$ cat src/rtl/draw_grid_bg.sv
// rtl/draw_grid_bg.sv - grid background renderer with one highlightable cell, 2-cycle pipelined
module draw_grid_bg #(
    parameter int          H_ACTIVE = 1024,
    parameter int          V_ACTIVE = 768,
    parameter int          CELLS    = 3,
    parameter int          CELL_W   = 200,
    parameter int          CELL_H   = 200,
    parameter int          ORG_X    = 212,
    parameter int          ORG_Y    = 84,
    parameter int          LINE_W   = 8,
    parameter int          EDGE_EN  = 1,
    parameter logic [11:0] BG_RGB   = 12'h888,
    parameter logic [11:0] LINE_RGB = 12'hfff,
    parameter logic [11:0] HL_RGB   = 12'h08f
) (
    input  logic        pclk,
    input  logic        rst,
    input  logic [10:0] hcount_in,
    input  logic [10:0] vcount_in,
    input  logic        hsync_in,
    input  logic        hblnk_in,
    input  logic        vsync_in,
    input  logic        vblnk_in,
    input  logic [2:0]  sel_col,
    input  logic [2:0]  sel_row,
    input  logic        sel_valid,
    output logic [10:0] hcount_out,
    output logic [10:0] vcount_out,
    output logic        hsync_out,
    output logic        hblnk_out,
    output logic        vsync_out,
    output logic        vblnk_out,
    output logic [11:0] rgb_out
);

    localparam logic [10:0] X_BEG   = 11'(ORG_X);
    localparam logic [10:0] Y_BEG   = 11'(ORG_Y);
    localparam logic [11:0] X_END   = 12'(ORG_X + CELLS * CELL_W);
    localparam logic [11:0] Y_END   = 12'(ORG_Y + CELLS * CELL_H);
    localparam logic [7:0]  XO_LAST = 8'(CELL_W - 1);
    localparam logic [7:0]  YO_LAST = 8'(CELL_H - 1);
    localparam logic [7:0]  LW      = 8'(LINE_W);
    localparam logic [2:0]  CMAX    = 3'(CELLS - 1);
    localparam logic [10:0] H_LAST  = 11'(H_ACTIVE - 1);
    localparam logic [10:0] V_LAST  = 11'(V_ACTIVE - 1);

    logic [7:0]  xo_q, xo_d, xo_cur, yo_q, yo_d, yo_cur;
    logic [2:0]  col_q, col_d, col_cur, row_q, row_d, row_cur;
    logic        vblnk_prev_q;
    logic [2:0]  sel_col_q, sel_row_q;
    logic        sel_valid_q;
    logic        in_grid, grid_line, hl;
    logic [11:0] rgb_d;

    logic [10:0] s1_hcount_q, s1_vcount_q;
    logic        s1_hsync_q, s1_hblnk_q, s1_vsync_q, s1_vblnk_q;
    logic [11:0] s1_rgb_q;

    always_comb begin
        xo_cur  = xo_q;
        col_cur = col_q;
        if (hcount_in == X_BEG) begin
            xo_cur  = '0;
            col_cur = '0;
        end
        xo_d  = (xo_cur == XO_LAST) ? 8'd0 : xo_cur + 8'd1;
        col_d = col_cur;
        if (xo_cur == XO_LAST && col_cur != CMAX)
            col_d = col_cur + 3'd1;

        // Rows advance once per line, on the hcount_in==0 cycle.
        yo_cur  = yo_q;
        row_cur = row_q;
        if (hcount_in == 11'd0) begin
            if (vcount_in == Y_BEG) begin
                yo_cur  = '0;
                row_cur = '0;
            end else begin
                yo_cur = (yo_q == YO_LAST) ? 8'd0 : yo_q + 8'd1;
                if (yo_q == YO_LAST && row_q != CMAX)
                    row_cur = row_q + 3'd1;
            end
        end
        yo_d  = yo_cur;
        row_d = row_cur;

        in_grid   = (hcount_in >= X_BEG) && ({1'b0, hcount_in} < X_END) &&
                    (vcount_in >= Y_BEG) && ({1'b0, vcount_in} < Y_END);
        grid_line = in_grid && ((col_cur != 3'd0 && xo_cur < LW) ||
                                (row_cur != 3'd0 && yo_cur < LW));
        hl        = in_grid && sel_valid_q && col_cur == sel_col_q && row_cur == sel_row_q;

        rgb_d = BG_RGB;
        if (hblnk_in || vblnk_in)                       rgb_d = 12'h000;
        else if (EDGE_EN != 0 && vcount_in == 11'd0)    rgb_d = 12'hff0;
        else if (EDGE_EN != 0 && vcount_in == V_LAST)   rgb_d = 12'hf00;
        else if (EDGE_EN != 0 && hcount_in == 11'd0)    rgb_d = 12'h0f0;
        else if (EDGE_EN != 0 && hcount_in == H_LAST)   rgb_d = 12'h00f;
        else if (grid_line)                             rgb_d = LINE_RGB;
        else if (hl)                                    rgb_d = HL_RGB;
    end

    always_ff @(posedge pclk or posedge rst) begin
        if (rst) begin
            xo_q         <= '0;
            yo_q         <= '0;
            col_q        <= '0;
            row_q        <= '0;
            vblnk_prev_q <= 1'b0;
            sel_col_q    <= '0;
            sel_row_q    <= '0;
            sel_valid_q  <= 1'b0;
        end else begin
            xo_q         <= xo_d;
            yo_q         <= yo_d;
            col_q        <= col_d;
            row_q        <= row_d;
            vblnk_prev_q <= vblnk_in;
            if (vblnk_in && !vblnk_prev_q) begin
                sel_col_q   <= sel_col;
                sel_row_q   <= sel_row;
                sel_valid_q <= sel_valid;
            end
        end
    end

    always_ff @(posedge pclk or posedge rst) begin
        if (rst) begin
            s1_hcount_q <= '0;
            s1_vcount_q <= '0;
            s1_hsync_q  <= 1'b0;
            s1_hblnk_q  <= 1'b0;
            s1_vsync_q  <= 1'b0;
            s1_vblnk_q  <= 1'b0;
            s1_rgb_q    <= '0;
            hcount_out  <= '0;
            vcount_out  <= '0;
            hsync_out   <= 1'b0;
            hblnk_out   <= 1'b0;
            vsync_out   <= 1'b0;
            vblnk_out   <= 1'b0;
            rgb_out     <= '0;
        end else begin
            s1_hcount_q <= hcount_in;
            s1_vcount_q <= vcount_in;
            s1_hsync_q  <= hsync_in;
            s1_hblnk_q  <= hblnk_in;
            s1_vsync_q  <= vsync_in;
            s1_vblnk_q  <= vblnk_in;
            s1_rgb_q    <= rgb_d;
            hcount_out  <= s1_hcount_q;
            vcount_out  <= s1_vcount_q;
            hsync_out   <= s1_hsync_q;
            hblnk_out   <= s1_hblnk_q;
            vsync_out   <= s1_vsync_q;
            vblnk_out   <= s1_vblnk_q;
            rgb_out     <= s1_rgb_q;
        end
    end

endmodule
$ cat config.mk
export PLATFORM = sky130hd
export DESIGN_NAME = draw_grid_bg
export DESIGN_NICKNAME = d
export VERILOG_FILES = /design/src/rtl/draw_grid_bg.sv
export SDC_FILE = /design/constraint.sdc
export NUM_CORES = 1
export LEC_CHECK = 0
export CORE_UTILIZATION = 45
export DETAILED_ROUTE_END_ITERATION = 8
export GPL_TIMING_DRIVEN = 0
export PLACE_DENSITY = 0.74
export SLEW_MARGIN = 20
export SYNTH_ARGS = -nofsm -noshare
export SYNTH_HDL_FRONTEND = slang
export SYNTH_SLANG_ARGS = --single-unit
export TNS_END_PERCENT = 1
$ cat constraint.sdc
create_clock -name pclk -period 3.05 [get_ports pclk]
set_clock_uncertainty 0.2 [all_clocks]
set_input_delay 0.61 -clock pclk [delete_from_list [all_inputs] [get_ports pclk]]
set_output_delay 0.61 -clock pclk [all_outputs]
set_load 0.005 [all_outputs]
==> impl_metrics.json, run 1 <==
{
  "status": "completed",
  "tightest_slew_ns": 0.5769,
  "ys_top_cells_by_count": "93 x dfrtp_1, 25 x nand2_1, 21 x o21ai_0",
  "grtUsageTotal": 0.1923,
  "cts_tree": "built",
  "portBuffers": 72,
  "antenna_found_initial": 0,
  "htree_num_levels": 3,
  "nets": 458,
  "cp-startpoint": "hcount_in[0]",
  "hp-start": "s1_hcount_q[6]",
  "drive_gt1_frac": 0.1568,
  "ys.flop_type": "dfrtp_1",
  "synth.net_count": 367,
  "cts_num_sinks": 93,
  "yosysMostFrequentCell": "dfrtp_1",
  "clockRootBuffer": "clkbuf_8",
  "dp.final_hpwl_mm": 5.839,
  "synth-seq-cells": 93,
  "synth_edf_count": 0,
  "routedWlPerCell_um": 15.05,
  "min_period_ns": 3.006,
  "r2r-start": "yo_q[0]",
  "fin_area_um2": 5015,
  "crit_type": "input port to flop",
  "syn_area_per_cell_um2": 11.60,
  "hold_buffers": 0,
  "drv_cap": 0,
  "drc": 0,
  "crit_path_start_kind": "input port",
  "hold_viol_final": 0,
  "drtPass1Iterations": 4,
  "die_w_um": 93.53,
  "syn_inst": 325,
  "syn2layout_area_growth_pct": 33.02,
  "p_leak_nw": 2.108,
  "core_area_um2": 8175,
  "drt_iter0_markers": 66,
  "netlist_top_cells_area": "dfrtp_1 62%, o21ai_0 2.8%, a21oi_1 2.5%, nand2_1 2.5%, ha_1 2.3%",
  "place_area_um2": 4693,
  "grt_pass1_wl_mm": 12.84,
  "endpoint_kind": "flop",
  "hp-class": "flop to flop",
  "slew_viol_final": 0,
  "relSlewSlack": 0.6119,
  "rsz0062_at_grt": "true",
  "ios": 73,
  "final_cells": 526,
  "die_area_um2": 8748,
  "postRouteAntennaNets": 0,
  "setup_viol_count_final": 0,
  "start_util": 0.4611,
  "num_rows": 33,
  "ys_async_sr_fraction": 1.000,
  "final.period_utilization": 0.9854,
  "vias": 2866,
  "synth.distinct_cells": 53,
  "power.total_w": 0.002414,
  "clkSlewWorstSetupHoldPaths_ns": 0.09,
  "clock.fmax_mhz": 332.7,
  "worstPathArrival_ns": 3.05,
  "power.density_nw_per_um2": 481.5,
  "cp.required_ns": 3.09,
  "insertion_delay_ns": 0.36,
  "num_antenna_cells": 0,
  "yosysSeqAreaShare": 0.6173,
  "post-route-util": 0.6134,
  "grt_max_degree": 39,
  "globalRoute.totalOverflow": 0,
  "die_y_um": 93.53,
  "numPlacedInstances": 505,
  "synthesis.area_um2": 3770,
  "cts.path.max_buffers": 2,
  "synth_area_leader_cell": "dfrtp_1",
  "drt_wl_total_mm": 7.915,
  "vdd_drop_max_uv": 205.9,
  "grt_pass1_vias": 2688,
  "yosys_warnings": 0,
  "crit_fanout": 9,
  "post-synth-top-area-fraction": 0.6173,
  "hold_ws_ns": 0.1552,
  "place_congestion": 0.8401,
  "numCtsBuffers": 9,
  "vias_per_cell": 5.449
}
worst paths after layout:
kind / end / slack, ns / cells after the start
max in group asynchronous: yo_q[1] / 1.69 / 4
hold / removal: hcount_out[6] / 0.16 / 0
hold reg to reg: hcount_out[6] / 0.16 / 0
min in group asynchronous: hcount_out[3] / 0.35 / 2
setup / recovery: col_q[1] / 0.04 / 12
setup reg to reg: s1_rgb_q[11] / 0.26 / 9
power by group:
part	switching, W	internal [W]	total [W]
logic	0.000126	0.000142	0.000267
clock network	0.000454	0.000315	0.000769
registers	0.0000567	0.00132	0.00138
kinds of logic (layout without fill, tap and decap cells):
kind of cell,Yosys count,count (layout),synth area share
XOR/XNOR,6,6,0.01394
AND/OR/NAND/NOR,112,112,0.1593
buffers and inverters,23,119,0.02954
AO/OA/AOI/OAI,78,78,0.1387
multiplexers,6,6,0.01792
flip-flops,93,93,0.6173
adder cells (fa/ha/maj),7,7,0.02323
layer usage:
layer  up-vias  routed length (um)  track usage
met5         -                   0            0
met4         0                  81      0.08205
met3         8                 411      0.03008
met2        87                3880       0.3088
met1      1408                3542       0.2594
li1       1363                   -            -
worst max-delay path: stages:
cell and delay (ns):
dlygate4sd2_1 0.28, or4_4 0.56, or3_1 0.32, buf_4 0.18, and2_1 0.18, ha_2 0.22, and3_1 0.18, nand3_1 0.11
nor2_2 0.08, a21boi_4 0.17, nand2_1 0.07, o21ai_0 0.07
metrics by stage:
step / worst slack, ns / setup TNS (ns)
after floorplan: 0.04008 / 0
after global placement: -0.6133 / -5.176
after detailed placement: -0.6847 / -6.261
after CTS: 0.02243 / 0
after global routing: -0.04864 / -0.08129
final: 0.04442 / 0
final cells by class:
class,count,area [um2]
fill,658,3161
sequential,93,2327
multi-input combinational,209,1418
timing repair buffer,81,832.0
tap,105,131.4
clock buffer,9,123.9
buffer,12,76.32
clock inverter,7,65.06
inverter,10,41.29
flip-flops by register name, indices dropped and copies added (netlist names), 3 cells and up:
signal / count
sel_col_q: 3
yo_q: 8
s1_vcount_q: 11
rgb_out: 6
hcount_out: 11
col_q: 3
vcount_out: 11
sel_row_q: 3
s1_hcount_q: 11
row_q: 3
s1_rgb_q: 6
xo_q: 8
cells in the final DEF, fill, tap and decap left out, types with 4 or more instances in the layout:
cell / count
dlygate4sd2_1: 7
o31ai_1: 4
inv_6: 4
nand4_1: 6
mux2_2: 6
nand3_1: 15
inv_1: 9
nor4_2: 4
a21oi_1: 19
nand2_1: 25
and3_1: 6
nor2_1: 13
clkdlybuf4s50_1: 62
a31oi_1: 6
nor3_1: 9
clkbuf_8: 9
o21ai_0: 21
or3_1: 5
ha_1: 6
dfrtp_1: 93
or2_2: 5
buf_4: 13
repair_timing:
item	in CTS	in global routing
endpoints found under the setup margin	8	6
pin swaps	2	3
setup buffers	1	5
gates resized for setup	18	13
Power figures use the tool's default switching activity.
==> run 2, diff against run 1 <==
ABC_AREA = 1   (was unset)
PLACE_DENSITY = 0.73   (was 0.74)
==> impl_metrics.json, run 2 <==
{
  "status": "completed",
  "synth-seq-cells": 93,
  "die_area_um2": 8986,
  "synth_edf_count": 0,
  "antenna_found_initial": 0,
  "ys_top_cells_by_count": "98 x nand2_1, 93 x dfrtp_1, 54 x inv_1",
  "vias": 2863,
  "synthesis.area_um2": 3875,
  "crit_path_start_kind": "input port",
  "hold_buffers": 0,
  "slew_viol_final": 0,
  "synth_area_leader_cell": "dfrtp_1",
  "power.density_nw_per_um2": 513.2,
  "synth.net_count": 441,
  "grt_max_degree": 38,
  "synth_xor_xnor_area_share": 0.01356,
  "p_leak_nw": 2.459,
  "power.total_w": 0.002573,
  "p_switching_w": 0.0006755,
  "routedWlPerCell_um": 12.89,
  "syn_area_per_cell_um2": 9.712,
  "seq_power_share": 0.533,
  "intPower_w": 0.001897,
  "yosysSeqAreaShare": 0.6006,
  "drc": 0,
  "final.period_utilization": 0.8990,
  "min_period_ns": 2.742,
  "cts_setup_buffers": 0,
  "clkSlewWorstSetupHoldPaths_ns": 0.10,
  "portBuffers": 72,
  "syn_inst": 399,
  "dp.final_hpwl_mm": 5.827,
  "setup_viol_count_final": 0,
  "cts.path.max_buffers": 2,
  "cp_cell_sequence": "clkdlybuf4s50_1 > nand2_1 > nor2_1 > nand3_2 > nor2_1 > inv_2 > nand3_1 > or2_1 > nand3_1 > nor2_1 > nor2_1 > a21boi_1",
  "place_congestion": 0.8730,
  "final_cell_mix": "98 x nand2_1, 93 x dfrtp_1, 72 x clkdlybuf4s50_1",
  "post-route-util": 0.6070,
  "cts_tree": "built",
  "synth_top_family_by_area": "simple AND/OR/NAND/NOR gates",
  "rsz0062_at_grt": "false",
  "num_rows": 33,
  "nets": 527,
  "ios": 73,
  "cpMaxStageDelayCell": "clkdlybuf4s50_1",
  "core_area_um2": 8258,
  "insertion_delay_ns": 0.37,
  "fin_setup_tns_ns": 0,
  "cts_num_sinks": 93,
  "grt_pass1_vias": 2833,
  "cpPeakStageDelay_ns": 0.62,
  "clockRootBuffer": "clkbuf_8",
  "yosysMostFrequentCell": "nand2_1",
  "hp-class": "flop to flop",
  "synth-adder-area-share": 0.02260,
  "crit_family": "simple AND/OR/NAND/NOR gates",
  "vias_per_cell": 4.812,
  "start_util": 0.4692,
  "endpoint_kind": "flop",
  "postRouteAntennaNets": 0,
  "drt_iter0_markers": 96,
  "ys.flop_type": "dfrtp_1",
  "synth_mux_area_frac": 0.01453,
  "worstPathArrival_ns": 2.82,
  "drtPass1Iterations": 4,
  "cp.required_ns": 3.13,
  "yosys_warnings": 0,
  "yosys.area_share.simple": 0.2399,
  "numCtsBuffers": 9,
  "final_common_cell": "nand2_1",
  "cp_num_buf_inv": 2,
  "die_w_um": 94.80,
  "crit_fanout": 7,
  "grtUsageTotal": 0.1929,
  "post-synth-top-area-fraction": 0.6006,
  "relSlewSlack": 0.6506,
  "syn2layout_area_growth_pct": 29.35,
  "drive_gt1_frac": 0.1286,
  "clock.fmax_mhz": 364.7,
  "die_y_um": 94.80,
  "pwr-share-comb": 0.127,
  "htree_num_levels": 3,
  "ys_async_sr_fraction": 1.000,
  "synth_compound_area_frac": 0.03487,
  "tightest_slew_ns": 0.5193,
  "swShare": 0.2626,
  "netlist_top_cells_area": "dfrtp_1 60%, nand2_1 9.5%, inv_1 5.2%, nor2_1 3.7%, nand3_1 3.4%",
  "pwr-share-clk": 0.340,
  "crit_top_cell": "nor2_1",
  "num_antenna_cells": 0,
  "crit_type": "input port to flop",
  "cts_resized": 0,
  "hold_viol_final": 0,
  "vdd_drop_max_uv": 285.2,
  "grt_pass1_wl_mm": 13.02,
  "drt_wl_total_mm": 7.668,
  "globalRoute.totalOverflow": 0,
  "drv_cap": 0,
  "synth.distinct_cells": 39
}
==> run 2: changes by cell type after synthesis, moves of 6 or more <==
cell | before | now
o21ai_0 | 21 | 2
nor3_1 | 10 | 3
nor2_2 | 0 | 7
a21oi_1 | 19 | 8
nor2_1 | 14 | 38
nand2_1 | 25 | 98
nand2_2 | 0 | 7
nand3_1 | 16 | 26
or3_1 | 6 | 0
inv_1 | 10 | 54
==> run 2: final timing paths <==
| path | from | end | slack, ns | cells past startpoint |
|---|---|---|---|---|
| min in group asynchronous | rst | hsync_out | 0.29 | 2 |
| min | s1_hsync_q | hsync_out | 0.15 | 0 |
| max | vcount_in[2] | s1_rgb_q[2] | 0.31 | 12 |
| max reg2reg | yo_q[0] | s1_rgb_q[2] | 0.57 | 14 |
| min reg2reg | s1_hsync_q | hsync_out | 0.15 | 0 |
| max in group asynchronous | rst | s1_vcount_q[5] | 1.74 | 4 |
==> run 2: per-stage QoR <==
| step | hold slack (ns) | setup slack, ns | cell area (um2) | instances |
|---|---|---|---|---|
| floorplan | 0.1312 | 0.7563 | 3879 | 399 |
| finish | 0.1533 | 0.3079 | 5012 | 595 |
| global route | 0.1642 | 0.1469 | 5012 | 595 |
| CTS | 0.1545 | 0.3512 | 5012 | 595 |
| global placement | 0.1314 | 0.02885 | 4731 | 576 |
| detailed placement | 0.1347 | -0.03016 | 4798 | 579 |
==> run 2: cell families (layout without fill, tap and decap cells) <==
| group | count (synthesis) | after routing |
|---|---|---|
| XOR/XNOR | 6 | 6 |
| AO/OA/AOI/OAI | 20 | 20 |
| buffers and inverters | 66 | 157 |
| multiplexers | 5 | 5 |
| flip-flops | 93 | 93 |
| adder cells (fa/ha/maj) | 7 | 7 |
| AND/OR/NAND/NOR | 202 | 202 |
==> run 2: power by group through the flow <==
stage | sequential [W] | clock [W] | combinational (W)
2_1_floorplan | 0.00139 | 0 | 0.000183
5_1_grt | 0.00138 | 0.000941 | 0.000374
4_1_cts | 0.00137 | 0.000895 | 0.000332
3_3_place_gp | 0.00139 | 0 | 0.000308
6_report | 0.00137 | 0.000874 | 0.000327
3_5_place_dp | 0.00140 | 0 | 0.000329
==> run 2: area by class of cell <==
type | instances | area [um2]
Buffer | 8 | 67.56
Fill cell | 704 | 3246
Timing Repair Buffer | 75 | 788.3
Multi-Input combinational cell | 240 | 1261
Inverter | 58 | 222.7
Clock inverter | 6 | 76.32
Tap cell | 105 | 131.4
Sequential cell | 93 | 2327
Clock buffer | 10 | 137.6
==> run 2: layer usage <==
metal  track usage  part of all wire  vias up
met5             0                 0        -
met1        0.2339              0.43     1355
met3       0.04589             0.049       16
met4       0.08586             0.022        0
li1              -                 -     1413
met2        0.3261              0.50       79
==> run 3, diff against run 2 <==
CORE_MARGIN = 1.5   (was unset)
CTS_CLUSTER_DIAMETER = 100   (was unset)
==> impl_metrics.json, run 3 (synthesis gave the netlist of run 2 again) <==
{
  "nets": 527,
  "cp_cell_sequence": "clkdlybuf4s50_1 > inv_1 > nand2_2 > inv_1 > nand3_2 > buf_6 > nand2_1 > inv_1 > ha_1 > inv_1 > nor2_1 > nand2_2 > a21oi_4 > nand2_2 > xor2_1",
  "vias_per_cell": 4.775,
  "grt_max_degree": 37,
  "setup_viol_count_final": 0,
  "crit_fanout": 10,
  "cp-startpoint": "hcount_in[10]",
  "crit_path_start_kind": "input port",
  "status": "completed",
  "antenna_found_initial": 0,
  "cpMaxStageDelayCell": "clkdlybuf4s50_1",
  "drtPass1Iterations": 6,
  "grt_pass1_vias": 2803,
  "rrSetupSlack_ns": 0.63,
  "drt_iter0_markers": 110,
  "drive_gt1_frac": 0.1286,
  "postRouteAntennaNets": 0,
  "grt_pass1_wl_mm": 12.70,
  "crit_type": "input port to flop",
  "hp-class": "flop to flop",
  "cts_resized": 0,
  "die_w_um": 95.80,
  "final.period_utilization": 0.8658,
  "globalRoute.totalOverflow": 0,
  "r2r-start": "yo_q[0]",
  "vias": 2841,
  "core_area_um2": 8258,
  "slew_viol_final": 0,
  "portBuffers": 72,
  "cpPeakStageDelay_ns": 0.48,
  "routedWlPerCell_um": 12.81,
  "numCtsBuffers": 9,
  "setup_ws_ns": 0.4094,
  "cts_num_sinks": 93,
  "worstHoldPathCells": 0,
  "rsz0062_at_grt": "false",
  "r2r_cells": 14,
  "dp.final_hpwl_mm": 5.842,
  "cp-endpoint": "col_q[2]",
  "worstPathArrival_ns": 2.70,
  "num_rows": 33,
  "cts_tree": "built",
  "die_y_um": 95.80,
  "clockRootBuffer": "clkbuf_8",
  "start_util": 0.4692,
  "crit_top_cell": "inv_1",
  "reg2reg_to": "s1_rgb_q[2]",
  "endpoint_kind": "flop",
  "place_congestion": 0.8214,
  "fin_setup_tns_ns": 0,
  "grtUsageTotal": 0.1833,
  "relSlewSlack": 0.6624,
  "dp_slack_ns": 0.03531,
  "htree_num_levels": 3,
  "drv_cap": 0,
  "die_area_um2": 9177,
  "hold_viol_final": 0,
  "clkSlewWorstSetupHoldPaths_ns": 0.10,
  "ios": 73,
  "p_leak_nw": 2.448,
  "insertion_delay_ns": 0.36,
  "final_common_cell": "nand2_1",
  "hold_buffers": 0,
  "syn2layout_area_growth_pct": 28.64,
  "hold_ws_ns": 0.1553,
  "min_period_ns": 2.641,
  "num_antenna_cells": 0,
  "drt_wl_total_mm": 7.624,
  "cp.required_ns": 3.11,
  "vdd_drop_max_uv": 247.4,
  "tightest_slew_ns": 0.5017,
  "cts.path.max_buffers": 2,
  "cts_setup_buffers": 0,
  "power.density_nw_per_um2": 498.9,
  "final_cell_mix": "98 x nand2_1, 93 x dfrtp_1, 72 x clkdlybuf4s50_1",
  "drc": 0,
  "clock.fmax_mhz": 378.7
}
run 3: changes by cell type in the layout (fill, tap and decap cells not counted), sizes merged:
cell    previous run  this run
clkinv             2         3
clkbuf            10         9
inv               60        61
bufinv             1         0
run 3: worst max-delay path, delay by kind of cell:
family | cells | cell delay (ns)
AOI/OAI and AO/OA | 1 | 0.18
and+or+nand+nor | 6 | 0.68
xor gates and xnor gates | 1 | 0.14
buffers and inverters | 6 | 0.91
adders and majority gates | 1 | 0.18
run 3: per-layer routing:
metal,part of all wire,routed length [um],up-vias,track usage
li1,-,-,1415,-
met1,0.45,3460,1346,0.2303
met2,0.49,3711,72,0.3099
met3,0.043,325,8,0.03397
met4,0.017,127,0,0.07721
met5,0,0,-,0
run 3: worst min-delay path by stage:
stage                    from             to  slack [ns]
2_1_floorplan      s1_hblnk_q      hblnk_out        0.13
3_3_place_gp   s1_vcount_q[4]  vcount_out[4]        0.13
3_5_place_dp       s1_hblnk_q      hblnk_out        0.13
4_1_cts        s1_vcount_q[7]  vcount_out[7]        0.16
5_1_grt        s1_hcount_q[4]  hcount_out[4]        0.16
6_report       s1_vcount_q[6]  vcount_out[6]        0.16
run 3: metrics by stage:
stage                     instances  cell area [um2]  total power [W]  utilization
final                           595             4985         0.002487       0.6036
after global routing            595             4985         0.002616       0.6036
after CTS                       595             4985         0.002508       0.6036
after detailed placement        579             4798         0.001728       0.5811
after global placement          576             4731         0.001701       0.5729
after floorplan                 399             3879         0.001571            -
run 3: power by group:
part / internal, W / leakage, nW / total, W / switching, W
Sequential: 0.00133 / 1.09 / 0.00137 / 0.0000457
Combinational: 0.000152 / 1.26 / 0.000328 / 0.000176
Clock: 0.000317 / 0.0984 / 0.000786 / 0.000469
run 3: final cells by class:
class	instances	area [um2]
multi-input combinational	240	1261
inverter	58	222.7
clock inverter	7	62.56
tap	105	131.4
clock buffer	9	123.9
fill	692	3273
timing repair buffer	75	788.3
sequential	93	2327
buffer	8	67.56
